$ cat config.mk
export PLATFORM = sky130hd
export DESIGN_NAME = pwm_capture_16bits
export DESIGN_NICKNAME = d
export VERILOG_FILES = /design/src/rtl/pwm_capture_16bits.sv
export SDC_FILE = /design/constraint.sdc
export NUM_CORES = 1
export LEC_CHECK = 0
export CELL_PAD_IN_SITES_DETAIL_PLACEMENT = 0
export CELL_PAD_IN_SITES_GLOBAL_PLACEMENT = 1
export CORE_MARGIN = 3
export CORE_UTILIZATION = 44
export CTS_CLUSTER_SIZE = 30
export DETAILED_ROUTE_END_ITERATION = 10
export PLACE_DENSITY = 0.86
export RECOVER_POWER = 50
export SYNTH_ARGS = -nofsm -noshare
export SYNTH_HDL_FRONTEND = slang
export SYNTH_SLANG_ARGS = --single-unit
$ cat constraint.sdc
create_clock -name clk -period 2.9 [get_ports clk]
set_clock_uncertainty 0.15 [all_clocks]
set_input_delay 0.725 -clock clk [delete_from_list [all_inputs] [get_ports clk]]
set_output_delay 0.725 -clock clk [all_outputs]
set_load 0.01 [all_outputs]
$ cat src/rtl/pwm_capture_16bits.sv
// Capture/monitor for one complementary PWM pair: measures A period, A high time
// and both dead times once per A period, with sticky shoot-through and overflow flags.
module pwm_capture_16bits #(
  parameter int unsigned PWMCOUNT_WIDTH = 16,
  parameter int unsigned DTCOUNT_WIDTH  = 8,
  parameter int unsigned SYNC_STAGES    = 2
) (
  input  logic                      clk,
  input  logic                      reset,
  input  logic                      capture_onoff,
  input  logic                      clear,
  input  logic                      pwm_A_in,
  input  logic                      pwm_B_in,
  output logic [PWMCOUNT_WIDTH-1:0] period_out,
  output logic [PWMCOUNT_WIDTH-1:0] high_A_out,
  output logic [DTCOUNT_WIDTH-1:0]  dt_AB_out,
  output logic [DTCOUNT_WIDTH-1:0]  dt_BA_out,
  output logic                      valid,
  output logic                      overflow,
  output logic                      shoot_through
);

  localparam int unsigned PW = PWMCOUNT_WIDTH;
  localparam int unsigned DW = DTCOUNT_WIDTH;
  localparam logic [PW-1:0] PER_MAX = '1;
  localparam logic [DW-1:0] DT_MAX  = '1;

  typedef enum logic [1:0] {
    ST_IDLE    = 2'd0,
    ST_ARM     = 2'd1,
    ST_MEASURE = 2'd2
  } state_e;

  state_e                 state_q;
  logic [SYNC_STAGES-1:0] a_sync_q, b_sync_q;
  logic                   a_dly_q, b_dly_q;
  logic                   a_s, b_s, a_rise, a_fall, b_rise, b_fall;

  logic [PW-1:0] per_cnt_q, high_shadow_q, period_q, high_q;
  logic [DW-1:0] dtab_cnt_q, dtba_cnt_q, dtab_shadow_q, dtba_shadow_q;
  logic [DW-1:0] dtab_out_q, dtba_out_q;
  logic          dtab_run_q, dtba_run_q;
  logic          valid_q, overflow_q, shoot_q;

  logic [PW-1:0] per_inc_c;
  logic [DW-1:0] dtab_inc_c, dtba_inc_c, dtba_val_c;

  // Pin synchronizers plus one delay flop per pin for edge detection
  always_ff @(posedge clk or negedge reset) begin
    if (!reset) begin
      a_sync_q <= '0;
      b_sync_q <= '0;
      a_dly_q  <= 1'b0;
      b_dly_q  <= 1'b0;
    end else begin
      a_sync_q <= {a_sync_q[SYNC_STAGES-2:0], pwm_A_in};
      b_sync_q <= {b_sync_q[SYNC_STAGES-2:0], pwm_B_in};
      a_dly_q  <= a_s;
      b_dly_q  <= b_s;
    end
  end

  assign a_s    = a_sync_q[SYNC_STAGES-1];
  assign b_s    = b_sync_q[SYNC_STAGES-1];
  assign a_rise = a_s & ~a_dly_q;
  assign a_fall = ~a_s & a_dly_q;
  assign b_rise = b_s & ~b_dly_q;
  assign b_fall = ~b_s & b_dly_q;

  // Saturating increments; nothing in this block ever wraps
  always_comb begin
    per_inc_c  = (per_cnt_q == PER_MAX) ? PER_MAX : per_cnt_q + PW'(1);
    dtab_inc_c = (dtab_cnt_q == DT_MAX) ? DT_MAX : dtab_cnt_q + DW'(1);
    dtba_inc_c = (dtba_cnt_q == DT_MAX) ? DT_MAX : dtba_cnt_q + DW'(1);
    dtba_val_c = dtba_run_q ? dtba_inc_c : dtba_shadow_q;
  end

  // Capture FSM, measurement counters, shadows and result registers
  always_ff @(posedge clk or negedge reset) begin
    if (!reset) begin
      state_q       <= ST_IDLE;
      per_cnt_q     <= '0;
      high_shadow_q <= '0;
      dtab_cnt_q    <= '0;
      dtba_cnt_q    <= '0;
      dtab_shadow_q <= '0;
      dtba_shadow_q <= '0;
      dtab_run_q    <= 1'b0;
      dtba_run_q    <= 1'b0;
      period_q      <= '0;
      high_q        <= '0;
      dtab_out_q    <= '0;
      dtba_out_q    <= '0;
      valid_q       <= 1'b0;
      overflow_q    <= 1'b0;
      shoot_q       <= 1'b0;
    end else begin
      valid_q <= 1'b0;

      // Sticky flags: a set in the same cycle as clear wins
      if (clear) begin
        overflow_q <= 1'b0;
        shoot_q    <= 1'b0;
      end
      if ((state_q != ST_IDLE) && a_s && b_s) shoot_q <= 1'b1;

      if (state_q != ST_IDLE) begin
        dtab_cnt_q <= a_fall ? '0 : dtab_inc_c;
        dtba_cnt_q <= b_fall ? '0 : dtba_inc_c;
        if (b_rise && dtab_run_q) begin
          dtab_shadow_q <= dtab_inc_c;
          dtab_run_q    <= 1'b0;
        end
        if (a_rise) dtab_run_q <= 1'b0;
        if (a_fall) dtab_run_q <= 1'b1;
        // A rise closes a B-fall window; an A rise without one keeps the old value
        if (a_rise && dtba_run_q) begin
          dtba_shadow_q <= dtba_inc_c;
          dtba_run_q    <= 1'b0;
        end
        if (b_fall) dtba_run_q <= 1'b1;
      end

      case (state_q)
        ST_IDLE: begin
          if (capture_onoff) state_q <= ST_ARM;
        end
        ST_ARM: begin
          if (a_rise) begin
            per_cnt_q <= '0;
            state_q   <= ST_MEASURE;
          end
        end
        ST_MEASURE: begin
          per_cnt_q <= per_inc_c;
          if (a_fall) high_shadow_q <= per_inc_c;
          if (a_rise) begin
            period_q   <= per_inc_c;
            high_q     <= high_shadow_q;
            dtab_out_q <= dtab_shadow_q;
            dtba_out_q <= dtba_val_c;
            valid_q    <= 1'b1;
            per_cnt_q  <= '0;
          end else if (per_cnt_q == PER_MAX) begin
            overflow_q <= 1'b1;
            per_cnt_q  <= '0;
            state_q    <= ST_ARM;
          end
        end
        default: state_q <= ST_IDLE;
      endcase

      // Disabling drops any partial measurement; counters restart from zero
      if (!capture_onoff || (state_q == ST_IDLE)) begin
        per_cnt_q  <= '0;
        dtab_cnt_q <= '0;
        dtba_cnt_q <= '0;
        dtab_run_q <= 1'b0;
        dtba_run_q <= 1'b0;
      end
      if (!capture_onoff) begin
        state_q <= ST_IDLE;
        valid_q <= 1'b0;
      end
    end
  end

  assign period_out    = period_q;
  assign high_A_out    = high_q;
  assign dt_AB_out     = dtab_out_q;
  assign dt_BA_out     = dtba_out_q;
  assign valid         = valid_q;
  assign overflow      = overflow_q;
  assign shoot_through = shoot_q;

endmodule

==> qor.yml <==
drt:
  postRouteAntennaNets: 0
  firstDrtPassIters: 4
  drcViolationCount: 0
  wl_mm: 11.82
  route.detailed.vias_per_inst: 5.306
  vias: 4208
  wl_per_cell_um: 14.91
  drtIter0Drc: 334
sta:
  hold_viol: 0
  setup-tns-final_ps: 0
  tightest_slew_ps: 1024
  fmax_mhz: 403.3
  maxSlewHeadroom_pct: 31.75
  final_max_slew_viol_count: 0
  rsz0062_at_grt: "no"
  setup_ws_ps: 420.6
  min_period_ps: 2479
  finalCritPeriodShare_pct: 85.50
  setup_viol_count_final: 0
global_route:
  antenna_found_initial: 0
  grt_pass1_vias: 4106
  grt_max_degree: 54
  overflow: 0
  grt_pass1_wl_mm: 20.60
  track_usage_pct: 18.35
logic_synthesis:
  synth-seq-area-share_pct: 57.14
  syn-num-nets: 579
  synthCells: 568
  syn_area_mm2: 0.005474
  ys_types: 49
  synth_warnings: 0
  syn_area_per_cell_um2: 9.637
  synth-seq-cells: 125
power:
  p_switching_uw: 1009
  power_leakage_uw: 0.003098
  pwr-share-comb_pct: 7.3
  switching_share_pct: 21.76
  vdd_drop_max_mv: 0.3973
  p_int_uw: 3628
  seq_power_share_pct: 41.3
  clkPwrFrac_pct: 51.5
  p_per_area_mw_per_mm2: 680.7
floorplanning:
  start_util_pct: 45.20
  die_area_mm2: 0.01382
  core_area_mm2: 0.01211
  ioPinCount: 57
  rows: 40
  die_w_um: 117.5
  die_h_um: 117.5
worst_setup_path:
  worstSetupPathType: "reg2reg"
  worstPathBufferInverterCount: 0
  end_kind: "flop"
  cpPeakStageDelay_ps: 740
  slowest_stage: "or4_4"
  arrival_ps: 2600
  cp_top_family: "simple AND/OR/NAND/NOR gates"
  required_ps: 3020
  startpoint_type: "flop"
  path_max_fanout: 25
  cp_cell_sequence: "ha_1 -> nand4_4 -> or4_4 -> a41oi_1 -> a31oi_1"
layout:
  utilization_pct: 56.25
  nNetsFinal: 623
  final_cells: 793
  final_area_mm2: 0.006813
  layout_commonest_cell: "nand2_1"
  antennaDiodeCount: 0
  syn_to_final_growth_pct: 24.46
  final_cell_mix: "nand2_1 (127), dfrtp_1 (125), clkdlybuf4s50_1 (52), o21ai_0 (46), nor2_1 (40)"
  drive_gt1_share_pct: 7.360
place:
  place_congestion: 0.9163
  hpwl_mm: 7.840
  portBuffers: 56
  place_inst: 761
  placed_area_mm2: 0.006160
  pre_cts_slack_ps: 240.8
clocking:
  post_cts_buffers: 0
  clock_latency_ps: 420
  clock-sinks: 125
  path_clk_slew_ps: 50
  cts_tree: "built"
  htree_levels: 4
  cts_made_buffers: 17
  cts_root_buf: "clkbuf_16"
  cts_hold_buf: 0
  post_cts_resized: 0
  cts_buffer_depth: 2
run_status:
  status: "finished, final reports clean"
run:
  maxCapViolCount: 0
min_path:
  hp-class: "reg2reg"
path summary, 6_finish.rpt:
path	to	slack [ps]	depth (start not counted)	start
worst max-delay path	per_cnt_q[6]$_DFFE_PN0P_	420	5	per_cnt_q[0]$_DFFE_PN0P_
worst min-delay path	a_sync_q[1]$_DFF_PN0_	200	0	a_sync_q[0]$_DFF_PN0_
worst max register to register	per_cnt_q[6]$_DFFE_PN0P_	420	5	per_cnt_q[0]$_DFFE_PN0P_
worst min register to register	a_sync_q[1]$_DFF_PN0_	200	0	a_sync_q[0]$_DFF_PN0_
max in group asynchronous	dtab_cnt_q[5]$_DFFE_PN0P_	820	2	reset
min in group asynchronous	period_out[2]$_DFFE_PN0P_	330	1	reset
metrics by stage:
step,power [uW],hold WS (ps)
CTS,4689,150.5
finish,4638,200.5
floorplan,2080,181.2
global placement,2281,185.3
global route,4828,207.7
detailed placement,2290,189.7
flip-flops by register name, indices dropped and copies added (netlist names), 8 cells and up:
signal,flops
high_A_out,16
high_shadow_q,16
per_cnt_q,16
period_out,16
dt_AB_out,8
dt_BA_out,8
dtab_cnt_q,8
dtab_shadow_q,8
dtba_cnt_q,8
dtba_shadow_q,8
power by group through the flow:
stage	logic (uW)	registers (uW)	clock network, uW
after floorplan	123	1960	0
after detailed placement	345	1940	0
after global placement	340	1940	0
final	336	1910	2390
after global routing	373	1930	2530
after CTS	347	1910	2430
synth_stat cells (all sizes together):
cell type	instances	share of area (%)
a211oi	4	0.55
a21boi	2	0.27
a21o	9	1.2
a21oi	15	1.4
a22o	1	0.16
a31o	2	0.32
a31oi	26	3.0
a32o	3	0.55
a32oi	1	0.16
a41o	1	0.18
a41oi	2	0.32
and2	7	0.80
and3	8	0.91
and4	5	0.80
buf	14	1.5
clkbuf	24	1.6
dfrtp	125	57
ha	5	1.1
inv	7	0.48
mux2i	3	0.55
nand2	127	8.7
nand2b	6	0.69
nand3	15	1.4
nand4	10	1.4
nand4b	2	0.32
nand4bb	1	0.21
nor2	40	2.7
nor2b	6	0.69
nor3	7	0.73
nor4	7	0.80
nor4b	1	0.16
o211a	2	0.37
o211ai	3	0.41
o21a	3	0.41
o21ai	52	4.8
o31a	1	0.16
o31ai	1	0.14
or2	2	0.23
or3	6	0.69
or4	2	0.34
xnor2	3	0.48
xor2	7	1.1
final cells by class:
type	count	area, um^2
Clock buffer	17	425.4
Tap cell	168	210.2
Timing Repair Buffer	63	630.6
Inverter	7	26.28
Fill cell	1092	5299
Multi-Input combinational cell	398	2147
Sequential cell	125	3128
Clock inverter	15	245.2
logic make-up (layout without fill, tap and decap cells):
| logic type | after synthesis | after routing | synth area share (%) |
|---|---|---|---|
| simple gates | 252 | 252 | 21.60 |
| compound gates | 128 | 128 | 14.33 |
| xor+xnor | 10 | 10 | 1.600 |
| flops | 125 | 125 | 57.14 |
| buf+inv | 45 | 102 | 3.634 |
| fa+ha+maj | 5 | 5 | 1.143 |
| mux | 3 | 3 | 0.5486 |
per-layer routing:
layer | wire (um) | track usage, % | share of wire, % | vias up
li1 | - | - | - | 2070
met1 | 5358 | 24.17 | 45 | 1994
met2 | 5662 | 28.36 | 48 | 126
met3 | 674 | 6.151 | 5.7 | 18
met4 | 126 | 6.813 | 1.1 | 0
met5 | 0 | 0 | 0 | -
Note: power is estimated with default switching activity, not from simulation.
